<file path="config.mk">
export PLATFORM = sky130hd
export DESIGN_NAME = x_micro_sequencer_exec
export DESIGN_NICKNAME = d
export VERILOG_FILES = /design/src/rtl/x_micro_sequencer_exec.sv
export SDC_FILE = /design/constraint.sdc
export NUM_CORES = 1
export LEC_CHECK = 0
export ABC_AREA = 1
export CORE_ASPECT_RATIO = 0.6
export CORE_UTILIZATION = 59
export CTS_CLUSTER_SIZE = 20
export DETAILED_ROUTE_END_ITERATION = 8
export PLACE_DENSITY = 0.88
export REMOVE_ABC_BUFFERS = 1
export SYNTH_ARGS = -nofsm -noshare
export SYNTH_HDL_FRONTEND = slang
export SYNTH_SLANG_ARGS = --single-unit
</file>
<file path="constraint.sdc">
create_clock -name i_clk -period 8.9 [get_ports i_clk]
set_clock_uncertainty 0.15 [all_clocks]
set_input_delay 1.78 -clock i_clk [delete_from_list [all_inputs] [get_ports i_clk]]
set_output_delay 1.78 -clock i_clk [all_outputs]
set_load 0.005 [all_outputs]
</file>
<file path="src/rtl/x_micro_sequencer_exec.sv">
// Micro-sequencer execution engine: fetches {cmd,data} from program RAM (1-cycle read) and runs OUT/WAIT/JUMP/LOOP/WAITT/HALT.
// Non-waiting instructions take 2 cycles (FETCH+EXEC); no backpressure, i_stop aborts to IDLE from any state.
module x_micro_sequencer_exec #(
  parameter int ADDR_W     = 9,
  parameter int DATA_W     = 36,
  parameter int CMD_W      = 4,
  parameter int START_ADDR = 0
) (
  input  logic              i_clk,
  input  logic              i_rst,
  input  logic              i_start,
  input  logic              i_stop,
  input  logic              i_trig,
  output logic              o_busy,
  output logic [ADDR_W-1:0] o_raddr,
  input  logic [DATA_W-1:0] i_rdata,
  input  logic [CMD_W-1:0]  i_rcmd,
  output logic [DATA_W-1:0] o_data,
  output logic              o_strobe,
  output logic              o_done
);

  localparam logic [ADDR_W-1:0] START_PC = ADDR_W'(START_ADDR);
  localparam logic [CMD_W-1:0] CMD_OUT   = CMD_W'(1);
  localparam logic [CMD_W-1:0] CMD_WAIT  = CMD_W'(2);
  localparam logic [CMD_W-1:0] CMD_JUMP  = CMD_W'(3);
  localparam logic [CMD_W-1:0] CMD_LOOP  = CMD_W'(4);
  localparam logic [CMD_W-1:0] CMD_WAITT = CMD_W'(5);
  localparam logic [CMD_W-1:0] CMD_HALT  = CMD_W'(15);

  typedef enum logic [2:0] {S_IDLE, S_FETCH, S_EXEC, S_WAIT, S_WAITT} state_t;

  state_t            state, state_nxt;
  logic [ADDR_W-1:0] pc, pc_nxt, pc_inc, tgt;
  logic [31:0]       wait_cnt, wait_cnt_nxt, wait_n;
  logic              loop_act, loop_act_nxt;
  logic [15:0]       loop_cnt, loop_cnt_nxt, loop_n;
  logic [DATA_W-1:0] data_nxt;
  logic              strobe_nxt, done_nxt;

  assign o_raddr = pc;
  assign pc_inc  = pc + 1'b1;
  assign wait_n  = i_rdata[31:0];
  assign tgt     = i_rdata[ADDR_W-1:0];
  assign loop_n  = i_rdata[ADDR_W+15:ADDR_W];

  always_ff @(posedge i_clk or posedge i_rst) begin
    if (i_rst) begin
      state    <= S_IDLE;
      pc       <= START_PC;
      wait_cnt <= '0;
      loop_act <= 1'b0;
      loop_cnt <= '0;
      o_data   <= '0;
      o_strobe <= 1'b0;
      o_done   <= 1'b0;
      o_busy   <= 1'b0;
    end else begin
      state    <= state_nxt;
      pc       <= pc_nxt;
      wait_cnt <= wait_cnt_nxt;
      loop_act <= loop_act_nxt;
      loop_cnt <= loop_cnt_nxt;
      o_data   <= data_nxt;
      o_strobe <= strobe_nxt;
      o_done   <= done_nxt;
      o_busy   <= (state_nxt != S_IDLE);
    end
  end

  always_comb begin
    state_nxt    = state;
    pc_nxt       = pc;
    wait_cnt_nxt = wait_cnt;
    loop_act_nxt = loop_act;
    loop_cnt_nxt = loop_cnt;
    data_nxt     = o_data;
    strobe_nxt   = 1'b0;
    done_nxt     = 1'b0;
    if (i_stop) begin
      state_nxt    = S_IDLE;
      loop_act_nxt = 1'b0;
      wait_cnt_nxt = '0;
    end else begin
      case (state)
        S_IDLE: begin
          if (i_start) begin
            pc_nxt    = START_PC;
            state_nxt = S_FETCH;
          end
        end
        S_FETCH: state_nxt = S_EXEC;
        S_EXEC: begin
          // pc advances here even for waits, so WAIT/WAITT just return to FETCH
          pc_nxt    = pc_inc;
          state_nxt = S_FETCH;
          case (i_rcmd)
            CMD_OUT: begin
              data_nxt   = i_rdata;
              strobe_nxt = 1'b1;
            end
            CMD_WAIT: begin
              if (wait_n != 32'd0) begin
                wait_cnt_nxt = wait_n;
                state_nxt    = S_WAIT;
              end
            end
            CMD_JUMP: pc_nxt = tgt;
            CMD_LOOP: begin
              if (!loop_act) begin
                if (loop_n != 16'd0) begin
                  loop_act_nxt = 1'b1;
                  loop_cnt_nxt = loop_n - 16'd1;
                  pc_nxt       = tgt;
                end
              end else if (loop_cnt == 16'd0) begin
                loop_act_nxt = 1'b0;
              end else begin
                loop_cnt_nxt = loop_cnt - 16'd1;
                pc_nxt       = tgt;
              end
            end
            CMD_WAITT: state_nxt = S_WAITT;
            CMD_HALT: begin
              state_nxt    = S_IDLE;
              done_nxt     = 1'b1;
              loop_act_nxt = 1'b0;
            end
            default: ;
          endcase
        end
        S_WAIT: begin
          if (wait_cnt == 32'd1) begin
            wait_cnt_nxt = '0;
            state_nxt    = S_FETCH;
          end else begin
            wait_cnt_nxt = wait_cnt - 32'd1;
          end
        end
        S_WAITT: if (i_trig) state_nxt = S_FETCH;
        default: state_nxt = S_IDLE;
      endcase
    end
  end

endmodule

</file>
== Word level (Yosys, flattened, before mapping) ==
Index checks and enable logic that the tools add are counted.

* Bits in registers: 100
* Bits in latches: 0
* Bits in writable memories: 0
* ROM bits: 0
* Input port bits: 45
* Output and inout port bits: 48
* Word-level logic and storage cells: 77
* Memories: 0

* Add/sub/neg operators: 4
* Multiply operators: 0
* Div/mod/pow operators: 0
* Order comparisons: 0
* Equal/unequal tests: 15
* Shifts and indexed selects: 0
* Multiplexer cells: 33
* Bitwise operators: 1
* Reductions and logical operators: 15

{| class="wikitable"
|+ Operator list
! operator !! count
|-
| 32-bit 2-to-1 mux || 4
|-
| 32-bit one-hot mux with 2 select lines || 1
|-
| 16-bit 2-to-1 mux || 3
|-
| 9-bit 2-to-1 mux || 4
|-
| 9-bit one-hot mux with 2 select lines || 2
|-
| 32-bit by 1-bit equality test with 1-bit output, second input constant || 1
|-
| 32-bit nonzero test || 1
|-
| 16-bit by 1-bit subtractor with 16-bit output, second input constant || 2
|-
| 32-bit by 1-bit subtractor with 32-bit output, second input constant || 1
|-
| 16-bit logical NOT || 1
|-
| 16-bit nonzero test || 1
|-
| 3-bit one-hot mux with 5 select lines || 1
|-
| 3-bit 2-to-1 mux || 4
|-
| 1-bit 2-to-1 mux || 11
|-
| 9-bit by 1-bit adder with 9-bit output, second input constant || 1
|-
| 3-bit one-hot mux with 3 select lines || 1
|-
| 3-bit AND reduction || 3
|-
| 3-bit nonzero test || 3
|-
| 4-bit by 2-bit equality test with 1-bit output, second input constant || 2
|-
| 4-bit by 3-bit equality test with 1-bit output, second input constant || 2
|-
| 3-bit by 2-bit equality test with 1-bit output, second input constant || 2
|-
| 2-bit nonzero test || 3
|-
| 5-bit AND reduction || 1
|-
| 4-bit by 1-bit equality test with 1-bit output, second input constant || 1
|-
| 11 further kinds || 12
|}

== Depth between registers and ports, before layout ==
Gate-level depths: netlist of the first run.

* Depth after elaboration: 6
* Mapped depth: 13
* Depth with buffers taken out: 12

== Worst setup path after synthesis of the first run ==
OpenSTA, ideal clock, no wires.

* Kind: input -> register
* Start: input i_rcmd[3]
* End: register loop_cnt[4]
* Setup time: 123 ps
* Arrival: 2726 ps
* Required time: 8627 ps
* Path slack: 5901 ps
* Cell stages on the path: 9
* Buffers on the path: 1
* Cells stage by stage: inv_2 -> nand2_1 -> nor3_2 -> nand3_4 -> nor2_8 -> inv_4 -> buf_6 -> nand2_1 -> o21ai_1

* Longest elaborated chain between the ends: 2

{| class="wikitable"
|+ RTL lines
! what !! RTL line !! text
|-
| from (decl) || 17 || <nowiki>input logic [CMD_W-1:0] i_rcmd,</nowiki>
|-
| 4-bit by 3-bit equality test with 1-bit output || 97 || <nowiki>case (i_rcmd)</nowiki>
|-
| 5-bit AND reduction (no line) || -- ||
|-
| to (signal assigned) || 63 || <nowiki>loop_cnt <= loop_cnt_nxt;</nowiki>
|-
| to (decl) || 37 || <nowiki>logic [15:0] loop_cnt, loop_cnt_nxt, loop_n;</nowiki>
|}

Every way passes these cells.
A chain may end at the register's enable or synchronous reset.

== Final worst setup path of the first run ==
* Start: input i_stop
* End: register o_data[28]

* Longest elaborated chain between the ends: 2

{| class="wikitable"
|+ RTL lines
! what !! RTL line !! text
|-
| from (decl) || 12 || <nowiki>input logic i_stop,</nowiki>
|-
| 1-bit NOT (no line) || -- ||
|-
| 3-bit AND reduction (no line) || -- ||
|-
| to (signal assigned) || 64 || <nowiki>o_data <= data_nxt;</nowiki>
|-
| to (decl) || 18 || <nowiki>output logic [DATA_W-1:0] o_data,</nowiki>
|}

Every way passes these cells.

==> flow_metrics.env, run 1 <==
export IMPL_vdd_ir_drop_max_mv=0.0936
export IMPL_cts_tree="done"
export IMPL_path_depth=8
export IMPL_cts_hold_buf=0
export IMPL_dpl_instance_area_sq_um=7220
export IMPL_grt_usage_pct=34.7
export IMPL_slew_violations=0
export IMPL_cts_buffers=9
export IMPL_dpl_hpwl_mm=13.3
export IMPL_postSynthAreaPerCell_sq_um=6.93
export IMPL_diodes=0
export IMPL_crit_type="in -> reg"
export IMPL_drcViolationCount=0
export IMPL_yosysSeqAreaShare_pct=39.9
export IMPL_slew_headroom_pct=32.0
export IMPL_period_share_pct=47.1
export IMPL_setup_tns_ns=0
export IMPL_min_period_ns=4.19
export IMPL_wl_per_cell_microns=16.1
export IMPL_slowest_stage="nand2_2"
export IMPL_boundaryPins=93
export IMPL_grt_max_degree=74
export IMPL_yosys_area_top_type="dfrtp_1"
export IMPL_maxCapViolCount=0
export IMPL_antenna_left=0
export IMPL_min_path_type="reg -> reg"
export IMPL_clk_pin_slew_ns=0.07
export IMPL_synth_top_area_share_pct=39.9
export IMPL_firstDrtPassIters=5
export IMPL_start_kind="primary input"
export IMPL_grt_antenna_before_repair=0
export IMPL_drive_gt1_share_pct=6.66
export IMPL_grt_pass1_vias=5473
export IMPL_syn_inst=905
export IMPL_drt_iter0_drc=731
export IMPL_worstRegToRegCells=7
export IMPL_layout_common_cells="350 x nand2_1, 118 x nor2_1, 100 x dfrtp_1, 92 x clkdlybuf4s50_1, 69 x inv_1"
export IMPL_final_common_cell="nand2_1"
export IMPL_grt_pass1_wl_mm=28.9
export IMPL_cts_max_path_buffers=2
export IMPL_hold_viol_final=0
export IMPL_via_count=6343
export IMPL_max_stage_delay_ns=0.76
export IMPL_viasPerCell=5.63
export IMPL_gp_congestion=0.962
export IMPL_design_power_total_mw=1.14
export IMPL_ys_ff_latch=100
export IMPL_overflow=0
export IMPL_rsz0062_at_grt="no"
export IMPL_synth_area_leaders="dfrtp_1 40%, nand2_1 21%, nor2_1 7.1%"
export IMPL_p_leak_nw=3.98
export IMPL_cts_num_sinks=100
export IMPL_fin_area_sq_um=7480
export IMPL_die_area_sq_um=11100
export IMPL_hold_depth=2
export IMPL_syn_area_sq_um=6270
export IMPL_multiInputGateArea_sq_um=3300
export IMPL_status="finished, final reports clean"
export IMPL_power_density_nw_per_um2=152
export IMPL_path_delay_family="buffers and inverters"
export IMPL_area_delta_synth_final_pct=19.3
export IMPL_ys_types=39
export IMPL_worstPathArrival_ns=4.28
export IMPL_cts_resized=0
export IMPL_core_area_sq_um=10100
export IMPL_htree_levels=3
export IMPL_ys_warn_count=0
export IMPL_clock_latency_ns=0.35
export IMPL_regArea_sq_um=2500
export IMPL_wl_mm=18.2
export IMPL_initial_core_util_pct=62.2
export IMPL_worstPathCellList="clkdlybuf4s50_1 -> inv_2 -> nand2_2 -> inv_2 -> nand2_2 -> inv_1 -> nand2_1 -> nand2_1"
export IMPL_io_buffers=92
export IMPL_setup_violations=0
export IMPL_die_w_microns=135
export IMPL_end_kind="flop"
export IMPL_fmax_mhz=239
export IMPL_fill_cells=825
export IMPL_crit_required_ns=8.99
export IMPL_nets=1036
export IMPL_worst_pin_slew_ns=1.02
export IMPL_postCtsSetupBuffers=0
export IMPL_worstPathMaxFanout=62
export IMPL_root_buffer="clkbuf_16"
export IMPL_rows=28
export IMPL_die_h_microns=81.9
export IMPL_crit_buf_inv=4
## worst paths after layout
| path | slack, ns | start | to |
|---|---|---|---|
| setup reg to reg | 5.99 | state[2] | wait_cnt[9] |
| hold reg to reg | 0.34 | o_data[30] | o_data[30] |
| max in group asynchronous | 5.72 | i_rst | o_data[15] |
| setup / recovery | 4.71 | i_stop | o_data[28] |
| hold / removal | 0.34 | o_data[30] | o_data[30] |
| min in group asynchronous | 1.61 | i_rst | o_data[11] |
## metrics by stage
step                hold WS (ns)  setup slack, ns  cells  util (%)
floorplan                  0.321             4.35    880         -
global placement           0.317             4.55   1111      71.5
detailed placement         0.323             4.43   1111      71.5
CTS                        0.340             4.79   1126      74.2
global route               0.365             4.45   1126      74.2
finish                     0.335             4.71   1126      74.2
## synthesized netlist by cell type, drive strengths merged
master and count:
o21ai 65, xor2 22, a211oi 1, buf 19, inv 78, xnor2 9, o211ai 1, dfrtp 100
o22ai 9, o21bai 5, clkbuf 6, nand2 355, nand4 10, nor2 135, o21a 4, nand3 65
nand3b 3, ha 4, nor3 6, a31oi 2, a21oi 6
## worst register-to-register path, stage by stage (launching register included)
cell and delay, ns:
dfrtp_1 0.43, nor2_2 0.17, nand2_1 0.60, inv_1 0.68, o21ai_4 0.34, o21ai_0 0.31
nand2_1 0.10, nand2_1 0.08
## cells by family (layout without fill, tap and decap cells)
family                     count (synthesis)  in the layout  share of synthesized area [%]
AOI/OAI and AO/OA                         93             93                           9.13
xor gates and xnor gates                  31             31                           4.33
adders and majority gates                  4              4                          0.798
buffers and inverters                    103            189                           7.58
DFF                                      100            100                           39.9
and+or+nand+nor                          574            574                           38.3
## routing by layer
layer  track usage [%]  share of wire [%]  vias up  wire, microns
met5                 0                  0        -              0
met4              5.73               0.80        0            146
met3              8.15                 12       16           2210
met2              47.9                 38      402           6970
met1              54.7                 49     2919           8840
li1                  -                  -     3006              -
## flip-flops by register name (all words and copies together) (netlist names)
| signal | cells |
|---|---|
| wait_cnt | 32 |
| loop_act | 1 |
| o_raddr | 9 |
| o_data | 36 |
| o_busy | 1 |
| state | 3 |
| o_done | 1 |
| o_strobe | 1 |
| loop_cnt | 16 |
## area by class of cell
cell class | instances | share of cell area, %
multi-input cells | 702 | 44.0
flip-flops and latches | 100 | 33.4
repair buffers | 96 | 12.7
inverters | 78 | 3.98
clock buffers | 9 | 3.01
well taps | 135 | 2.26
clock inverters | 6 | 0.552
## report_power, final
group / switching, mW / internal (mW)
Clock: 0.178 / 0.188
Sequential: 0.0230 / 0.484
Combinational: 0.155 / 0.113
Total: 0.355 / 0.785
No activity file was read; power rests on OpenSTA's default activity.
==> run 2, diff against run 1 <==
CORE_UTILIZATION = 55   (was 59)
PLACE_DENSITY = 0.83   (was 0.88)
clock period = 3.99 ns   (was 8.9 ns; I/O delays follow)
==> flow_metrics.env, run 2 (synthesis results as in run 1) <==
export IMPL_boundaryPins=93
export IMPL_wl_mm=18.5
export IMPL_gp_congestion=0.935
export IMPL_hold_path_startpoint="o_data[35]"
export IMPL_cts_num_sinks=100
export IMPL_grt_pass1_vias=5471
export IMPL_die_w_microns=140
export IMPL_drcViolationCount=0
export IMPL_overflow=0
export IMPL_area_delta_synth_final_pct=20.7
export IMPL_postCtsSetupBuffers=0
export IMPL_wl_per_cell_microns=16.3
export IMPL_maxCapViolCount=0
export IMPL_vdd_ir_drop_max_mv=0.253
export IMPL_initial_core_util_pct=58.0
export IMPL_worstPathArrival_ns=2.84
export IMPL_design_power_total_mw=2.69
export IMPL_power_density_nw_per_um2=355
export IMPL_dpl_hpwl_mm=13.5
export IMPL_firstDrtPassIters=6
export IMPL_rsz0062_at_grt="no"
export IMPL_fill_cells=897
export IMPL_rows=29
export IMPL_diodes=0
export IMPL_largest_register_ffs=36
export IMPL_final_common_cell="nand2_1"
export IMPL_largestRegisters="o_data (36), wait_cnt (32), loop_cnt (16)"
export IMPL_cts_resized=0
export IMPL_cts_hold_buf=0
export IMPL_slew_violations=0
export IMPL_status="finished, final reports clean"
export IMPL_nets=1039
export IMPL_cp_startpoint="i_stop"
export IMPL_grt_pass1_wl_mm=29.9
export IMPL_layout_common_cells="350 x nand2_1, 118 x nor2_1, 100 x dfrtp_1, 92 x clkdlybuf4s50_1, 69 x inv_1"
export IMPL_p_leak_nw=4.03
export IMPL_die_area_sq_um=11900
export IMPL_viasPerCell=5.55
export IMPL_min_period_ns=2.75
export IMPL_slew_headroom_pct=45.9
export IMPL_cts_buffers=9
export IMPL_core_area_sq_um=10800
export IMPL_crit_type="in -> reg"
export IMPL_root_buffer="clkbuf_16"
export IMPL_min_path_type="reg -> reg"
export IMPL_setup_violations=0
export IMPL_reg2reg_slack_ns=1.44
export IMPL_end_kind="flop"
export IMPL_reg2reg_from="loop_act"
export IMPL_drt_iter0_drc=730
export IMPL_via_count=6289
export IMPL_period_share_pct=69.0
export IMPL_htree_levels=3
export IMPL_grt_usage_pct=33.2
export IMPL_cts_max_path_buffers=2
export IMPL_fmax_mhz=363
export IMPL_crit_required_ns=4.07
export IMPL_worst_pin_slew_ns=0.811
export IMPL_clk_pin_slew_ns=0.07
export IMPL_grt_antenna_before_repair=0
export IMPL_grt_max_degree=101
export IMPL_largest_register="o_data"
export IMPL_antenna_left=0
export IMPL_setup_tns_ns=0
export IMPL_worstRegToRegCells=11
export IMPL_hold_depth=2
export IMPL_start_kind="primary input"
export IMPL_worstPathMaxFanout=23
export IMPL_cts_tree="done"
export IMPL_io_buffers=92
export IMPL_hold_viol_final=0
export IMPL_die_h_microns=84.7
export IMPL_drive_gt1_share_pct=6.93
export IMPL_clock_latency_ns=0.35
run 2: changes by cell type in the layout (fill, tap and decap cells not counted), sizes merged:
cell / before / now
bufinv: 0 / 2
clkinvlp: 3 / 0
buf: 4 / 7
clkbuf: 9 / 10
clkinv: 2 / 3
run 2: worst max-delay path, stage by stage:
cell and delay (ns):
clkdlybuf4s50_1 0.55, inv_2 0.18, nand2_2 0.14, inv_2 0.23, nand2_2 0.32, buf_4 0.32, o21ai_0 0.28
run 2: layout make-up:
class	count	area (sq um)	share of cell area [%]
flip-flops and latches	100	2500	33.0
inverters	78	298	3.93
well taps	139	174	2.30
repair buffers	99	986	13.0
clock buffers	10	229	3.02
multi-input cells	702	3300	43.5
clock inverters	6	87.6	1.16
run 2: routing by layer:
layer  vias up  part of all wire, %  track usage [%]
li1       3022                    -                -
met5         -                    0                0
met3        18                   13             10.7
met4         0                  1.2             6.39
met1      2893                   49             53.5
met2       356                   37             42.1
run 2: final timing paths:
check | endpoint
worst min register to register | o_data[35]
min in group asynchronous | o_data[11]
worst max register to register | o_raddr[7]
worst min-delay path | o_data[35]
worst max-delay path | o_data[0]
max in group asynchronous | wait_cnt[20]
run 2: metrics by stage:
| step | setup WS, ns | area [sq um] | util, % | instances | hold WS, ns |
|---|---|---|---|---|---|
| after floorplan | 0.423 | 6090 | - | 880 | 0.321 |
| after global placement | 1.04 | 7260 | 67.1 | 1118 | 0.312 |
| after detailed placement | 1.01 | 7260 | 67.1 | 1118 | 0.317 |
| after CTS | 1.31 | 7570 | 70.0 | 1134 | 0.336 |
| after global routing | 1.16 | 7570 | 70.0 | 1134 | 0.358 |
| final | 1.24 | 7570 | 70.0 | 1134 | 0.332 |
run 2: where the power goes:
part	leakage, nW	internal [mW]	switching, mW
sequential	1.36	1.08	0.0528
clock	0.157	0.552	0.402
combinational	2.51	0.253	0.346
total	4.03	1.89	0.801
==> run 3, diff against run 2 <==
CORE_UTILIZATION = 50   (was 55)
PLACE_DENSITY = 0.79   (was 0.83)
clock period = 2.47 ns   (was 3.99 ns; I/O delays follow)
==> flow_metrics.env, run 3 (synthesis results as in run 1) <==
export IMPL_die_area_sq_um=13000
export IMPL_worstRegToRegCells=11
export IMPL_final_cells=1187
export IMPL_reg2reg_slack_ns=0.23
export IMPL_io_buffers=92
export IMPL_slew_violations=0
export IMPL_viasPerCell=5.36
export IMPL_layout_common_cells="350 x nand2_1, 117 x nor2_1, 100 x dfrtp_1, 92 x clkdlybuf4s50_1, 69 x inv_1"
export IMPL_maxCapViolCount=0
export IMPL_rows=31
export IMPL_htree_levels=3
export IMPL_r2r_end="wait_cnt[28]"
export IMPL_postCtsSetupBuffers=0
export IMPL_rsz0062_at_grt="no"
export IMPL_final_common_cell="nand2_1"
export IMPL_largest_register_ffs=36
export IMPL_status="finished, final reports clean"
export IMPL_boundaryPins=93
export IMPL_firstDrtPassIters=5
export IMPL_grt_max_degree=33
export IMPL_via_count=6358
export IMPL_drt_iter0_drc=629
export IMPL_slew_headroom_pct=65.8
export IMPL_grt_pass1_vias=5697
export IMPL_diodes=0
export IMPL_design_power_total_mw=4.27
export IMPL_worstPathArrival_ns=2.33
export IMPL_fmax_mhz=446
export IMPL_worst_pin_slew_ns=0.513
export IMPL_grt_usage_pct=29.8
export IMPL_area_delta_synth_final_pct=25.6
export IMPL_wl_mm=18.5
export IMPL_setup_violations=0
export IMPL_largest_register="o_data"
export IMPL_grt_pass1_wl_mm=29.6
export IMPL_die_w_microns=147
export IMPL_dpl_instance_area_sq_um=7580
export IMPL_core_area_sq_um=12100
export IMPL_worstPathMaxFanout=9
export IMPL_crit_end="wait_cnt[28]"
export IMPL_root_buffer="clkbuf_16"
export IMPL_initial_core_util_pct=51.7
export IMPL_gp_congestion=0.968
export IMPL_period_share_pct=90.7
export IMPL_nets=1066
export IMPL_clk_pin_slew_ns=0.07
export IMPL_clock_latency_ns=0.35
export IMPL_vdd_ir_drop_max_mv=0.437
export IMPL_largestRegisters="o_data (36), wait_cnt (32), loop_cnt (16)"
export IMPL_min_period_ns=2.24
export IMPL_start_kind="flop"
export IMPL_grt_antenna_before_repair=0
export IMPL_dpl_hpwl_mm=14.2
export IMPL_hold_viol_final=0
export IMPL_setup_tns_ns=0
export IMPL_cp_startpoint="wait_cnt[12]"
export IMPL_crit_type="reg -> reg"
export IMPL_fin_area_sq_um=7880
export IMPL_dp_cells=1171
export IMPL_cts_num_sinks=100
export IMPL_cts_max_path_buffers=2
export IMPL_power_density_nw_per_um2=542
export IMPL_drcViolationCount=0
export IMPL_reg2reg_from="wait_cnt[12]"
export IMPL_wl_per_cell_microns=15.6
export IMPL_end_kind="flop"
export IMPL_fill_cells=1088
export IMPL_cts_tree="done"
export IMPL_drive_gt1_share_pct=9.59
export IMPL_die_h_microns=88.8
export IMPL_min_path_type="in -> async"
export IMPL_cts_buffers=9
export IMPL_crit_required_ns=2.56
export IMPL_p_leak_nw=4.17
export IMPL_antenna_left=0
export IMPL_overflow=0
run 3: final cells by class:
class | count | area [sq um] | area share, %
multi-input cells | 702 | 3300 | 41.9
flip-flops and latches | 100 | 2500 | 31.8
repair buffers | 126 | 1280 | 16.2
inverters | 78 | 298 | 3.78
clock buffers | 9 | 225 | 2.86
well taps | 165 | 206 | 2.62
clock inverters | 7 | 72.6 | 0.921
run 3: how the worst min path moves through the flow:
stage | from | to | slack [ns] | depth (start not counted)
6_report | i_rst | o_data[13] | 0.33 | 2
5_1_grt | i_rst | o_data[11] | 0.35 | 2
4_1_cts | i_rst | o_data[13] | 0.33 | 2
3_5_place_dp | o_data[32] | o_data[32] | 0.32 | 2
3_3_place_gp | o_data[29] | o_data[29] | 0.31 | 2
2_1_floorplan | loop_cnt[12] | loop_cnt[12] | 0.32 | 2
run 3: repair_timing:
| action | 4_1_cts | 5_1_grt |
|---|---|---|
| resized for setup | 0 | 1 |
| endpoints found under the setup margin | 0 | 2 |
| hold buffers | 0 | 0 |
run 3: critical path: stages, from the launching register on:
cell and delay (ns):
dfrtp_1 0.43, nor2_1 0.32, nand2_2 0.12, nor2_4 0.14, nand2_2 0.11, o21ai_4 0.33, buf_4 0.23, nor2_1 0.05
nand2_1 0.08, nand2_1 0.05, nand2_1 0.06, nand2_1 0.06
run 3: metrics by stage:
| stage | hold slack [ns] | util, % | setup WS (ns) |
|---|---|---|---|
| final | 0.327 | 64.9 | 0.230 |
| after floorplan | 0.321 | - | -0.793 |
| after global routing | 0.353 | 64.9 | 0.0826 |
| after CTS | 0.335 | 64.9 | 0.203 |
| after global placement | 0.312 | 62.4 | -0.0719 |
| after detailed placement | 0.317 | 62.4 | -0.135 |
run 3: power breakdown:
group / leakage (nW) / internal (mW) / total [mW] / switching (mW)
clock: 0.142 / 0.789 / 1.44 / 0.646
combinational: 2.67 / 0.439 / 1.00 / 0.565
sequential: 1.36 / 1.74 / 1.83 / 0.0835
total: 4.17 / 2.97 / 4.27 / 1.29
run 3: per-layer routing:
metal / vias up / part of all wire (%) / GRT usage (%)
li1: 3083 / - / -
met1: 2915 / 49 / 45.7
met2: 338 / 38 / 40.4
met3: 22 / 12 / 8.81
met4: 0 / 1.1 / 6.44
met5: - / 0 / 0
